$ cat config.mk
export PLATFORM = sky130hd
export DESIGN_NAME = out_port_sched
export DESIGN_NICKNAME = d
export VERILOG_FILES = /design/src/rtl/out_port_sched.sv
export SDC_FILE = /design/constraint.sdc
export NUM_CORES = 1
export LEC_CHECK = 0
export CAP_MARGIN = 20
export CORE_ASPECT_RATIO = 0.9
export CORE_MARGIN = 4
export CORE_UTILIZATION = 30
export CTS_CLUSTER_DIAMETER = 80
export DETAILED_ROUTE_END_ITERATION = 12
export GPL_TIMING_DRIVEN = 0
export PLACE_DENSITY = 0.49
export SLEW_MARGIN = 20
export SYNTH_ARGS = -nofsm -noshare
export SYNTH_HDL_FRONTEND = slang
export SYNTH_SLANG_ARGS = --single-unit
$ cat constraint.sdc
create_clock -name i_clk -period 4.8 [get_ports i_clk]
set_input_delay 1.2 -clock i_clk [delete_from_list [all_inputs] [get_ports i_clk]]
set_output_delay 1.2 -clock i_clk [all_outputs]
set_load 0.01 [all_outputs]
$ cat src/rtl/out_port_sched.sv
// rtl/out_port_sched.sv - packet-granular round-robin scheduler driving an output-port read mux
// Picks a requesting input port, steers the mux, pulses its read grant, then waits for EOP or watchdog.

module out_port_sched #(
    parameter int IN_PORT_NUM = 16,
    parameter int TIMEOUT     = 1024
) (
    input  logic                           i_clk,
    input  logic                           i_rst,
    input  logic                           i_en,
    input  logic [IN_PORT_NUM-1:0]         i_req,
    output logic [$clog2(IN_PORT_NUM)-1:0] o_sel,
    output logic                           o_sel_vld,
    output logic [IN_PORT_NUM-1:0]         o_grant,
    input  logic                           i_rd_vld,
    input  logic                           i_rd_eop,
    output logic                           o_busy,
    output logic                           o_timeout
);

    localparam int SW = $clog2(IN_PORT_NUM);
    localparam int WW = $clog2(TIMEOUT);
    localparam logic [WW-1:0] WD_LAST = WW'(TIMEOUT - 1);

    typedef enum logic [1:0] {
        IDLE  = 2'd0,
        SEL   = 2'd1,
        GRANT = 2'd2,
        XFER  = 2'd3
    } state_t;

    state_t                 state;
    state_t                 state_nx;
    logic [SW-1:0]          rr_ptr;
    logic [SW-1:0]          rr_nx;
    logic [WW-1:0]          wd;
    logic [WW-1:0]          wd_nx;
    logic [SW-1:0]          sel_nx;
    logic                   sel_vld_nx;
    logic [IN_PORT_NUM-1:0] grant_nx;
    logic                   timeout_nx;
    logic [SW-1:0]          win;
    logic                   win_found;
    logic [SW-1:0]          idx;

    // Search starts one past the last served port; index arithmetic wraps because N is a power of two.
    always_comb begin
        win       = '0;
        win_found = 1'b0;
        idx       = '0;
        for (int i = 1; i <= IN_PORT_NUM; i++) begin
            idx = rr_ptr + SW'(i);
            if (!win_found && i_req[idx]) begin
                win       = idx;
                win_found = 1'b1;
            end
        end
    end

    // o_sel keeps the current winner through the transfer, so it doubles as the completion port.
    always_comb begin
        state_nx   = state;
        rr_nx      = rr_ptr;
        wd_nx      = wd;
        sel_nx     = o_sel;
        sel_vld_nx = 1'b0;
        grant_nx   = '0;
        timeout_nx = 1'b0;
        case (state)
            IDLE: begin
                if (win_found) begin
                    state_nx   = SEL;
                    sel_nx     = win;
                    sel_vld_nx = 1'b1;
                end
            end
            SEL: begin
                state_nx = GRANT;
                grant_nx = {{(IN_PORT_NUM-1){1'b0}}, 1'b1} << o_sel;
            end
            GRANT: begin
                state_nx = XFER;
                wd_nx    = '0;
            end
            XFER: begin
                if (i_rd_vld && i_rd_eop) begin
                    state_nx = IDLE;
                    rr_nx    = o_sel;
                end else if (wd == WD_LAST) begin
                    state_nx   = IDLE;
                    rr_nx      = o_sel;
                    timeout_nx = 1'b1;
                end else begin
                    wd_nx = wd + WW'(1);
                end
            end
            default: state_nx = IDLE;
        endcase
    end

    // Disable clears everything like reset but keeps rr_ptr so fairness survives a soft reset.
    always_ff @(posedge i_clk) begin
        if (i_rst) begin
            state     <= IDLE;
            rr_ptr    <= '1;
            wd        <= '0;
            o_sel     <= '0;
            o_sel_vld <= 1'b0;
            o_grant   <= '0;
            o_busy    <= 1'b0;
            o_timeout <= 1'b0;
        end else if (!i_en) begin
            state     <= IDLE;
            wd        <= '0;
            o_sel     <= '0;
            o_sel_vld <= 1'b0;
            o_grant   <= '0;
            o_busy    <= 1'b0;
            o_timeout <= 1'b0;
        end else begin
            state     <= state_nx;
            rr_ptr    <= rr_nx;
            wd        <= wd_nx;
            o_sel     <= sel_nx;
            o_sel_vld <= sel_vld_nx;
            o_grant   <= grant_nx;
            o_busy    <= (state_nx != IDLE);
            o_timeout <= timeout_nx;
        end
    end

endmodule
==> flow_metrics.py, run 1 <==
metrics = {
    "hold_path": {
        "hold_depth": 2,
        "hold_path.class": "flip-flop to flip-flop",
    },
    "place": {
        "io_buffers": 43,
        "hpwl_um": 9540,
        "dp.cells": 617,
        "dpl_cell_area_um2": 4400,
        "routabilityCongestion": 0.928,
    },
    "layout": {
        "n_antenna_cell": 0,
        "regArea_um2": 782,
        "multi_input_area_um2": 2880,
        "area_growth_pct": 23.0,
        "final_area_um2": 4630,
        "fin_nets": 493,
        "fillerInstances": 1275,
        "drive_above_1_share_pct": 16.2,
        "final_cells": 624,
    },
    "drt": {
        "wl_per_cell_um": 19.5,
        "drt_iter0_drc": 309,
        "wl_um": 12100,
        "routed-via-count": 3536,
        "routed_via_density": 5.67,
        "postRouteAntennaNets": 0,
        "drcViolationCount": 0,
        "drt-pass1-iter-count": 5,
    },
    "sta": {
        "finalSetupViolCount": 0,
        "slew_headroom_pct": 34.6,
        "rsz0062_at_grt": "no",
        "min_period_ns": 4.58,
        "fin_tns_setup_ns": 0,
        "final_max_slew_viol_count": 0,
        "fmax_ghz": 0.218,
        "worst_slew_pin_slew_ns": 0.973,
        "hold_ws_ns": 0.509,
        "skew_ns": 0.00324,
        "min_period_over_period_pct": 95.4,
        "finalHoldViolCount": 0,
    },
    "global_route": {
        "grt_max_degree": 20,
        "grt.overflow.total": 0,
        "antenna_found_initial": 0,
        "grt_pass1_vias": 3408,
        "grt_pass1_wl_um": 19700,
        "grt_usage_pct": 17.0,
    },
    "cts": {
        "clockRootBuffer": "clkbuf_16",
        "cts-htree-levels": 2,
        "cts.clk_slew.worst_paths_ns": 0.06,
        "max-clock-path-buffers": 2,
        "clock_latency_ns": 0.28,
        "cts_sinks": 39,
        "numCtsBuffers": 5,
        "cts_tree": "yes",
    },
    "synthesis": {
        "synth_area_leaders": "dfxtp_1, mux4_2, mux2i_1",
        "ys_seq_area_share_pct": 20.7,
        "synth.most_common_cell": "nor2_1",
        "synth-main-ff-cell": "dfxtp_1",
        "syn_area_per_cell_um2": 9.10,
        "synth_edf_count": 0,
        "async_flop_share_pct": 0,
        "synth_common_cells": "nor2_1, dfxtp_1, nand2_1, mux2i_1, mux4_2",
        "synth_top_area_cell": "dfxtp_1",
        "ys_warn_count": 0,
        "synth_top_area_share_pct": 20.7,
        "synthCells": 414,
        "synth_fp_nets": 444,
        "ys_ff_latch": 39,
        "syn_area_um2": 3770,
        "yosysUniqueCellTypes": 71,
    },
    "critical_path": {
        "start_kind": "primary input",
        "startpoint": "i_req[3]",
        "critPathArrivalTime_ns": 4.75,
        "cp.required_ns": 4.97,
        "r2r_cells": 14,
        "critPathCaptureType": "flip-flop",
        "r2r_slack_ns": 0.23,
        "reg2reg_from": "rr_ptr[0]$_SDFFE_PP1P_",
        "regToRegEndpoint": "o_sel[2]$_SDFFE_PP0P_",
        "crit_type": "primary input to flip-flop",
        "cp-endpoint": "o_busy$_SDFF_PP0_",
        "crit_fanout": 8,
    },
    "floorplanning": {
        "design.die.area_um2": 14400,
        "core-area_um2": 12200,
        "start_util_pct": 30.9,
        "io_pins": 44,
        "rows": 38,
        "die_x_um": 126,
        "die_height_um": 114,
    },
    "power": {
        "ir_worst_vdd_mv": 0.145,
        "power_density_nw_per_um2": 200,
        "p_leak_nw": 1.65,
        "fin_total_pwr_w": 0.000929,
    },
    "run": {
        "max_cap_viol_count": 0,
    },
    "run_status": {
        "status": "finished, final reports clean",
    },
}
## through the flow
step | setup slack [ns] | utilization [%]
finish | 0.221 | 38.1
global route | 0.0105 | 38.1
CTS | 0.0386 | 37.9
detailed placement | -0.913 | 36.1
global placement | -0.829 | 36.1
floorplan | 0.534 | -
## metal layers
layer	global-route usage (%)	vias up	wire length, um
met5	0	-	0
met4	3.65	0	186
met3	2.47	15	799
met2	25.4	141	5230
met1	26.0	1677	5930
li1	-	1703	-
## kinds of logic after synthesis
kind of cell	count (synthesis)	synth area share, %
multiplexers	75	30.8
AND/OR/NAND/NOR	152	21.0
adder cells (fa/ha/maj)	9	2.99
flip-flops	39	20.7
XOR/XNOR	14	3.26
buffers and inverters	31	3.65
AO/OA/AOI/OAI	94	17.6
## final cells by class
cell class / count / area share [%]
inverter: 8 / 0.675
timing repair buffer: 44 / 9.45
multi-input combinational: 344 / 62.2
clock buffer: 6 / 2.78
sequential: 39 / 16.9
clock inverter: 2 / 1.30
tap: 160 / 4.32
buffer: 21 / 2.38
## registers in the layout (all words and copies together), names as in the netlist
register and count:
o_timeout 1, o_sel_vld 1, o_sel 4, wd 10, state 2, o_grant 16, rr_ptr 4, o_busy 1
## critical path, cell delays in order
cell and delay, ns:
clkdlybuf4s50_1 0.52, mux4_1 0.69, mux4_2 0.57, a2111o_1 0.41, nor4b_4 0.45, nand4_4 0.21
o21ai_1 0.33, nor2_1 0.11, or2_1 0.25
## timing repair
action	4_1_cts	5_1_grt
endpoints found under the setup margin	7	5
setup buffers	0	1
hold buffers	0	0
gates resized for setup	10	6
## worst min path at each step
stage	start	endpoint	slack, ns
2_1_floorplan	wd[1]$_SDFFE_PP0P_	wd[1]$_SDFFE_PP0P_	0.47
4_1_cts	wd[7]$_SDFFE_PP0P_	wd[7]$_SDFFE_PP0P_	0.52
3_5_place_dp	wd[7]$_SDFFE_PP0P_	wd[7]$_SDFFE_PP0P_	0.50
5_1_grt	wd[9]$_SDFFE_PP0P_	wd[9]$_SDFFE_PP0P_	0.55
6_report	wd[7]$_SDFFE_PP0P_	wd[7]$_SDFFE_PP0P_	0.51
3_3_place_gp	wd[1]$_SDFFE_PP0P_	wd[1]$_SDFFE_PP0P_	0.49
## where the power goes
| part | leakage (nW) | total [W] | switching [W] | internal [W] |
|---|---|---|---|---|
| Clock | 0.0911 | 0.000426 | 0.000128 | 0.000298 |
| Sequential | 0.315 | 0.000330 | 0.00000241 | 0.000328 |
| Combinational | 1.25 | 0.000172 | 0.0000961 | 0.0000764 |
## placed cells by master, fill, tap and decap left out, types with 7 or more instances in the layout
| master | n |
|---|---|
| clkdlybuf4s50_1 | 43 |
| mux4_2 | 21 |
| clkbuf_1 | 10 |
| mux2i_1 | 23 |
| nand2_1 | 31 |
| nor2_1 | 48 |
| nor2b_1 | 7 |
| nand4_1 | 8 |
| a211oi_1 | 9 |
| mux2_2 | 18 |
| o21ai_0 | 10 |
| dfxtp_1 | 38 |
| nor3_1 | 13 |
| mux4_1 | 7 |
| ha_1 | 8 |
| nand2b_1 | 7 |
| nand3_1 | 7 |
| a21oi_1 | 18 |
Power figures use the tool's default switching activity.
==> run 2, diff against run 1 <==
--- a/config.mk
+++ b/config.mk
@@ -9,7 +9,6 @@
 export CORE_ASPECT_RATIO = 0.9
 export CORE_MARGIN = 4
 export CORE_UTILIZATION = 30
-export CTS_CLUSTER_DIAMETER = 80
 export DETAILED_ROUTE_END_ITERATION = 12
 export GPL_TIMING_DRIVEN = 0
 export PLACE_DENSITY = 0.49
==> results of run 2 <==
Same layout as run 1: the final DEF is identical, and so are final timing and power.
